--- src/rtl/led_frame_buffer.sv ---
// Double-buffered 8x8 red/green LED frame store with a frame-synchronous swap.
// Define LED_FB_CLEAR_EN to build in the back-buffer clear engine.
module led_frame_buffer #(
  parameter logic [2:0] FRAME_SYNC_ROW = 3'd7
) (
  input  logic            Clock,
  input  logic            reset,
  input  logic            wr_en,
  input  logic [2:0]      wr_row,
  input  logic [7:0]      wr_red,
  input  logic [7:0]      wr_green,
  input  logic            swap_req,
  input  logic            clear_req,
  input  logic [2:0]      scan_row,
  output logic [7:0][7:0] red_array,
  output logic [7:0][7:0] green_array,
  output logic            swap_pending,
  output logic            swap_done,
  output logic            clear_busy
);

`ifdef LED_FB_CLEAR_EN
  typedef enum logic [1:0] {
    S_IDLE  = 2'd0,
    S_WAIT  = 2'd1,
    S_CLEAR = 2'd2
  } state_t;
`else
  typedef enum logic [1:0] {
    S_IDLE  = 2'd0,
    S_WAIT  = 2'd1
  } state_t;
`endif

  logic [7:0][7:0] red_a;
  logic [7:0][7:0] grn_a;
  logic [7:0][7:0] red_b;
  logic [7:0][7:0] grn_b;
  logic            sel;

  state_t state;
  state_t state_nx;
  logic   done_q;
  logic   do_swap;
  logic   wr_ok;

`ifdef LED_FB_CLEAR_EN
  logic       swap_lat;
  logic       swap_lat_nx;
  logic [2:0] clr_cnt;
  logic [2:0] clr_cnt_nx;
  logic       clr_en;
`else
  logic       unused_clear;
  assign unused_clear = clear_req;
`endif

  // FSM state, swap latch, clear row counter and swap_done pulse
  always_ff @(posedge Clock) begin
    if (reset) begin
      state    <= S_IDLE;
      done_q   <= 1'b0;
`ifdef LED_FB_CLEAR_EN
      swap_lat <= 1'b0;
      clr_cnt  <= 3'd0;
`endif
    end else begin
      state    <= state_nx;
      done_q   <= do_swap;
`ifdef LED_FB_CLEAR_EN
      swap_lat <= swap_lat_nx;
      clr_cnt  <= clr_cnt_nx;
`endif
    end
  end

  // Next-state: clear wins over swap, swap only at the sync row
  always_comb begin
    state_nx    = state;
`ifdef LED_FB_CLEAR_EN
    swap_lat_nx = swap_lat;
    clr_cnt_nx  = clr_cnt;
`endif
    unique case (state)
      S_IDLE: begin
`ifdef LED_FB_CLEAR_EN
        if (clear_req) begin
          state_nx    = S_CLEAR;
          clr_cnt_nx  = 3'd0;
          swap_lat_nx = swap_req;
        end else
`endif
        if (swap_req) begin
          state_nx = S_WAIT;
        end
      end
      S_WAIT: begin
        if (scan_row == FRAME_SYNC_ROW) begin
          state_nx = S_IDLE;
        end
      end
`ifdef LED_FB_CLEAR_EN
      S_CLEAR: begin
        clr_cnt_nx  = clr_cnt + 3'd1;
        swap_lat_nx = swap_lat | swap_req;
        if (clr_cnt == 3'd7) begin
          state_nx    = (swap_lat | swap_req) ? S_WAIT : S_IDLE;
          swap_lat_nx = 1'b0;
        end
      end
`endif
      default: state_nx = S_IDLE;
    endcase
  end

  // Outputs and datapath strobes; everything visible reads 0 under reset
  always_comb begin
    do_swap      = 1'b0;
    wr_ok        = wr_en;
    swap_pending = 1'b0;
    clear_busy   = 1'b0;
`ifdef LED_FB_CLEAR_EN
    clr_en       = 1'b0;
`endif
    unique case (state)
      S_WAIT: begin
        do_swap      = (scan_row == FRAME_SYNC_ROW);
        swap_pending = 1'b1;
      end
`ifdef LED_FB_CLEAR_EN
      S_CLEAR: begin
        clr_en       = 1'b1;
        wr_ok        = 1'b0;
        clear_busy   = 1'b1;
        swap_pending = swap_lat;
      end
`endif
      default: begin
      end
    endcase
    if (reset) begin
      swap_pending = 1'b0;
      clear_busy   = 1'b0;
    end
    swap_done   = done_q & ~reset;
    red_array   = reset ? '0 : (sel ? red_b : red_a);
    green_array = reset ? '0 : (sel ? grn_b : grn_a);
  end

  // Frame storage: clear or write the back buffer, flip sel on swap
  always_ff @(posedge Clock) begin
    if (reset) begin
      red_a <= '0;
      grn_a <= '0;
      red_b <= '0;
      grn_b <= '0;
      sel   <= 1'b0;
    end else begin
`ifdef LED_FB_CLEAR_EN
      if (clr_en) begin
        if (sel) begin
          red_a[clr_cnt] <= 8'h00;
          grn_a[clr_cnt] <= 8'h00;
        end else begin
          red_b[clr_cnt] <= 8'h00;
          grn_b[clr_cnt] <= 8'h00;
        end
      end else
`endif
      if (wr_ok) begin
        if (sel) begin
          red_a[wr_row] <= wr_red;
          grn_a[wr_row] <= wr_green;
        end else begin
          red_b[wr_row] <= wr_red;
          grn_b[wr_row] <= wr_green;
        end
      end
      if (do_swap) begin
        sel <= ~sel;
      end
    end
  end

endmodule

--- config.mk ---
export PLATFORM = sky130hd
export DESIGN_NAME = led_frame_buffer
export DESIGN_NICKNAME = d
export VERILOG_FILES = /design/src/rtl/led_frame_buffer.sv
export SDC_FILE = /design/constraint.sdc
export NUM_CORES = 1
export LEC_CHECK = 0
export ABC_AREA = 0
export ABC_CLOCK_PERIOD_IN_PS = 1700
export BUFFER_PORTS_ARGS = -buffer_cell sky130_fd_sc_hd__buf_2
export CORE_ASPECT_RATIO = 0.6
export CORE_MARGIN = 2
export CORE_UTILIZATION = 41
export CTS_CLUSTER_SIZE = 14
export DETAILED_ROUTE_END_ITERATION = 7
export PLACE_DENSITY = 0.62
export SETUP_SLACK_MARGIN = 0.05
export SLEW_MARGIN = 0
export SYNTH_ARGS = -nofsm -noshare
export SYNTH_HDL_FRONTEND = slang
export SYNTH_SLANG_ARGS = --single-unit
--- constraint.sdc ---
create_clock -name Clock -period 1.7 [get_ports Clock]
set_clock_uncertainty 0.2 [all_clocks]
set_input_delay 0.34 -clock Clock [delete_from_list [all_inputs] [get_ports Clock]]
set_output_delay 0.34 -clock Clock [all_outputs]
set_load 0.05 [all_outputs]
-- After elaboration in Yosys (flattened, before gate mapping)
Index checks and enable logic that the tools add are counted.
- input port bits: 27
- word-level logic and storage cells: 65
- bits in registers: 260
- multiplexer cells: 16
- reduce and logical (&&, ||, !) cells: 5
- equality and inequality tests: 4
- bitwise logic cells: 3
- order comparisons: 2
- operators by type and width (kind ; number):
    64-bit bitwise mux ; 4
    64-bit 2-to-1 mux ; 4
    8-bit demux with 3-bit select ; 1
    8-bit 2-to-1 mux ; 1
    2-bit AND reduction ; 3
    3-bit by 4-bit < comparator with 1-bit output (second input constant) ; 1
    2-bit 2-to-1 mux ; 2
    2-bit inequality test (second input constant) ; 2
    2-bit one-hot mux with 2 select lines ; 1
    3-bit == test (second input constant) ; 1
    3-bit by 1-bit >= comparator with 1-bit output (second input constant) ; 1
    1-bit 2-to-1 mux ; 3
    2-bit by 1-bit == test with 1-bit output (second input constant) ; 1
    2-bit zero test ; 1
    1-bit inverter ; 2
    1-bit AND ; 1
    1-bit logical AND ; 1

-- Depth between registers and ports, before layout
Gate-level depths: netlist of the first run.
- depth after elaboration: 5
- gate-level depth with buffers: 6

-- Worst setup path after synthesis of the first run
Ideal clock, no wire load.
- path type: register to output
- start point: reg sel
- end point: out green_array[53] (netlist bit)
- cell stages (with the launch flop): 6
- path slack: -0.605 ns
- arrival time: 1.765 ns
- buffers on the path: 3
- data required time: 1.160 ns
- path through: dfxtp_1 > buf_6 > buf_2 > buf_2 > mux2i_1 > nor2_1
- RTL lines (what ; line ; text):
    start, declared ; 39 ; logic sel;
    start signal, assigned ; 180 ; sel <= ~sel;
    end, declared ; 16 ; output logic [7:0][7:0] green_array,

==> results of run 1 <==
## per-layer routing
layer / share of wire / vias up / global-route usage
met4: 0.016 / 0 / 0.0408
met3: 0.034 / 45 / 0.0333
met1: 0.49 / 4567 / 0.304
li1: - / 4625 / -
met2: 0.46 / 163 / 0.357
met5: 0 / - / 0
## worst register-to-register path, stage by stage, from the launching register on
cell,delay (ns)
dfxtp_4,0.37
buf_12,0.15
buf_6,0.13
buf_6,0.12
buf_6,0.12
buf_8,0.13
nor3b_2,0.15
buf_4,0.16
nand2_4,0.08
buf_12,0.18
mux2i_2,0.15
## metrics by stage
step	hold WS, ns	total power (µW)	setup TNS (ns)	instance area [µm²]
5_1_grt	0.0468	13800	-159.83	18600
3_5_place_dp	0.262	7400	-46.38	15000
4_1_cts	0.00437	13400	-125.58	18000
2_1_floorplan	0.248	6980	-28.41	12900
3_3_place_gp	0.258	7390	-43.82	15000
6_report	0.0289	13300	-138.19	18600
## registers in the layout, summed over array words and instances, names as in the netlist
register,cells
red_b,64
done_q,1
state,1
red_a,64
sel,1
grn_b,64
grn_a,64
## Yosys cell counts (all sizes together)
| master | number |
|---|---|
| nor3 | 1 |
| and3 | 1 |
| nor4 | 1 |
| dfxtp | 259 |
| nor2 | 131 |
| mux2i | 352 |
| nand2b | 241 |
| xor2 | 1 |
| conb | 1 |
| o21ai | 49 |
| clkbuf | 63 |
| nor2b | 21 |
| buf | 47 |
| nor3b | 2 |
| or3b | 1 |
| and4 | 1 |
| or3 | 2 |
| nand3 | 22 |
| or4 | 1 |
| nand4 | 4 |
| a21oi | 16 |
| nand2 | 5 |
## timing repair
item | 4_1_cts | 5_1_grt
endpoints found under the setup margin | 355 | 386
setup buffers | 15 | 7
gates cloned | 8 | 6
hold endpoints to repair | 19 | 0
pin swaps | 14 | 29
hold buffers | 20 | 0
gates resized for setup | 358 | 127
## cells by family after synthesis
family          share of synthesized area
other cells                      0.000311
mux                                 0.292
buf+inv                            0.0462
compound gates                     0.0270
xor+xnor                         0.000727
simple gates                        0.203
flops                               0.430
## power breakdown
group          switching (µW)  leakage, µW  internal [µW]  total (µW)
registers                59.7      0.00209           6140        6200
logic                     658      0.00531            666        1320
clock network            2380     0.000421           3420        5800
## worst paths after layout
| kind | start | end | slack, ns | cells past startpoint |
|---|---|---|---|---|
| setup / recovery | sel | red_array[31] | -0.69 | 6 |
| hold / removal | scan_row[2] | sel | 0.03 | 4 |
| setup reg to reg | sel | red_b[1] | -0.35 | 10 |
| hold reg to reg | red_a[51] | red_a[51] | 0.27 | 2 |
## layout make-up
cell class,instances,area (µm²)
tap,375,469
fill,2233,10200
timing repair buffer,341,4220
clock inverter,4,70.1
clock buffer,39,778
multi-input combinational,853,7890
sequential,259,5190
==> flow_summary.toml, run 1 <==
[layout]
layout_common_cells = "265 x mux2i_1, 258 x dfxtp_1, 241 x nand2b_1"
final_common_cell = "mux2i_1"
layout.nets = 1507
fin_cells = 1871
utilization = 0.646
drive_above_1_share = 0.378
insertedDiodeCount = 0
area_delta_synth_final_pct = 54.5

[run_status]
violations = "negative setup slack"
status = "finished with violations"

[detailed_routing]
vias = 9400
viasPerCell = 5.02
finalWirelength_um = 34200
drcViolationCount = 0
routedWlPerCell_um = 18.3
first_pass_iters = 5
postRouteAntennaNets = 0
drt_iter0_drc = 375

[floorplanning]
fp.coreArea_um2 = 28800
fp.dieH_um = 137
start_util = 0.418
dieArea_um2 = 30800
num_rows = 48
ios = 158
die_x_um = 225

[yosys]
synth_top_area_cell = "dfxtp_1"
ys_types = 34
syn-cell-area_um2 = 12000
synth_nets = 1249
netlist_instances = 1222
ys_top_cells_by_area = "dfxtp_1 43%, mux2i_1 29%, nand2b_1 13%, nor2_1 4.1%, clkbuf_1 2.0%"
synth_top_area_share = 0.430
synth-seq-cells = 259
syn_area_per_cell_um2 = 9.86
synth_warnings = 0
ys_seq_area_frac = 0.430

[critical_path]
crit_type = "register to output pin"
crit_family = "buffers and inverters"
critPathArrivalTime_ns = 1.85
crit_chain = "clkbuf_16 > clkbuf_16 > buf_6 > mux2i_1 > nor2_2 > buf_6"
startpoint_type = "register"
crit_buf_inv = 4
end_kind = "output pin"
cp_max_fo = 5
cp_slowest_cell = "dfxtp_4"
critPathRequiredTime_ns = 1.16
critPathMaxStageDelay_ns = 0.37

[sta]
worst_slack_ns = -0.686
finalCriticalPeriod_ns = 2.39
drv_slew = 0
post-route-period-util = 1.40
setup_violations = 369
rsz0062_at_grt = "yes"
hold_violations = 0
fmax_mhz = 419

[place]
gp_congestion = 0.732
place_hpwl_um = 21300
io_buffers = 155
dpl.cell_count = 1775
pre_cts_ws_ns = -0.271

[global_route]
first_global_vias = 9470
antenna_found_initial = 0
globalRouteTotalUtil = 0.217
grt_max_degree = 55
grt-ovfl-total = 0
grt_pass1_wl_um = 52500

[power_and_ir_drop]
p_leak_uw = 0.00782
powerDensity_nw_per_um2 = 716
vdd_drop_max_v = 0.000557

[clock_tree]
path_clk_slew_ns = 0.06
root_buffer = "clkbuf_16"
numCtsBuffers = 25
clockBufferDepth = 3
clk_latency_ns = 0.52
cts_tree = "built"
clock-sinks = 259
htreeDepth = 1

[job]
cap_violations = 0

[hold_path]
hold_path.class = "input port to register"
No activity file was read; power rests on OpenSTA's default activity.
==> run 2, diff against run 1 <==
- ABC_CLOCK_PERIOD_IN_PS: 1700 -> 2300
- PLACE_DENSITY: 0.62 -> 0.6
- clock period: 1.7 -> 2.3 ns (I/O delays scaled with it)
==> flow_summary.toml, run 2 (synthesis gave the netlist of run 1 again) <==
[run_status]
status = "finished with violations"
violations = "negative setup slack"

[sta]
drv_slew = 0
slew-limit-headroom = 0.570
tightest_slew_ns = 0.646
fmax_mhz = 390
worst_slack_ns = -0.262
finalCriticalPeriod_ns = 2.56
rsz0062_at_grt = "yes"
hold_violations = 0
setup_violations = 127
post-route-period-util = 1.11

[clock_tree]
clk_latency_ns = 0.54
root_buffer = "clkbuf_16"
htreeDepth = 1
numCtsBuffers = 26
cts_tree = "built"
path_clk_slew_ns = 0.06
clock-sinks = 259
clockBufferDepth = 3

[power_and_ir_drop]
power_switching_uw = 2310
p_sw_frac = 0.238
vdd_drop_max_v = 0.000433
powerDensity_nw_per_um2 = 554
power_frac_comb = 0.086
p_int_uw = 7390
p_leak_uw = 0.00728
clock_power_share = 0.441
p_seq_frac = 0.473

[critical_path]
r2r_slack_ns = 0.19
crit_family = "buffers and inverters"
critPathArrivalTime_ns = 1.90
reg2reg_depth = 8
crit_path_end = "red_array[37]"
path_depth = 6
crit_chain = "buf_12 > buf_12 > buf_12 > mux2i_4 > nor2_2 > buf_6"
end_kind = "output pin"
worst_path_most_repeated_cell = "buf_12"
r2r_start = "sel"
cp_max_fo = 6
cp_slowest_cell = "dfxtp_4"
startpoint_type = "register"
crit_type = "register to output pin"
r2r_end = "grn_b[8]"
critPathRequiredTime_ns = 1.64
crit_buf_inv = 4
crit_start = "sel"
critPathMaxStageDelay_ns = 0.40

[floorplanning]
fp.coreArea_um2 = 28800
num_rows = 48
ios = 158
fp.dieH_um = 137
start_util = 0.418
dieArea_um2 = 30800
die_x_um = 225

[detailed_routing]
postRouteAntennaNets = 0
finalWirelength_um = 33600
drcViolationCount = 0
vias = 9157
routedWlPerCell_um = 18.6
drt_iter0_drc = 422
first_pass_iters = 4
viasPerCell = 5.06

[global_route]
globalRouteTotalUtil = 0.210
grt_max_degree = 50
grt-ovfl-total = 0
antenna_found_initial = 0
first_global_vias = 9244
grt_pass1_wl_um = 50900

[layout]
utilization = 0.607
fin_cells = 1810
layout.nets = 1444
multi_input_area_um2 = 7850
final_common_cell = "dfxtp_1"
fillCellCount = 2413
insertedDiodeCount = 0
layout_common_cells = "258 x dfxtp_1, 241 x nand2b_1, 238 x mux2i_1"
register_area_um2 = 5190
drive_above_1_share = 0.388
area_delta_synth_final_pct = 45.3

[hold_path]
hold_path.class = "input port to register"

[place]
place_hpwl_um = 20600
gp_congestion = 0.737
io_buffers = 155
dpl.cell_count = 1716

[job]
cap_violations = 0
[run 2: power by group through the flow]
stage	clock [µW]	combinational, µW	sequential [µW]
after floorplan	0	447	4660
after global placement	0	677	4670
after detailed placement	0	682	4670
after CTS	4370	773	4580
after global routing	4550	883	4590
final	4280	835	4590
[run 2: worst min-delay path by stage]
stage	start	endpoint	slack, ns	cells past startpoint
2_1_floorplan	grn_a[0]	grn_a[0]	0.25	2
3_3_place_gp	grn_a[2]	grn_a[2]	0.26	2
3_5_place_dp	grn_a[4]	grn_a[4]	0.26	2
4_1_cts	reset	red_a[44]	0.08	2
5_1_grt	reset	red_a[44]	0.10	2
6_report	reset	red_a[44]	0.09	2
[run 2: timing repair]
action / 4_1_cts / 5_1_grt
endpoints found under the setup margin: 127 / 128
pin swaps: 0 / 12
resized for setup: 314 / 157
cloned: 4 / 9
buffers inserted: 8 / 9
endpoints found under the hold margin: 18 / 0
hold buffers: 19 / 0
[run 2: area by class of cell]
cell class | instances | area share
multi-input cells | 853 | 0.448
flip-flops and latches | 259 | 0.296
repair buffers | 277 | 0.180
clock buffers | 42 | 0.0475
well taps | 375 | 0.0268
clock inverters | 4 | 0.00136
[run 2: layer usage]
layer / track usage / part of all wire / up-vias
li1: - / - / 4500
met1: 0.295 / 0.48 / 4457
met2: 0.344 / 0.47 / 155
met3: 0.0318 / 0.035 / 45
met4: 0.0438 / 0.018 / 0
met5: 0 / 0 / -
[run 2: per-stage QoR]
| step | instance area, µm² | setup TNS [ns] | total power [µW] | setup slack [ns] | hold slack [ns] |
|---|---|---|---|---|---|
| 3_3_place_gp | 14000 | 0 | 5340 | 0.179 | 0.258 |
| 3_5_place_dp | 14000 | 0 | 5350 | 0.158 | 0.262 |
| 6_report | 17500 | -23.56 | 9700 | -0.262 | 0.0941 |
| 5_1_grt | 17500 | -29.97 | 10000 | -0.293 | 0.101 |
| 4_1_cts | 16500 | -21.48 | 9730 | -0.238 | 0.0834 |
| 2_1_floorplan | 12500 | -0.0309 | 5110 | -0.00429 | 0.248 |
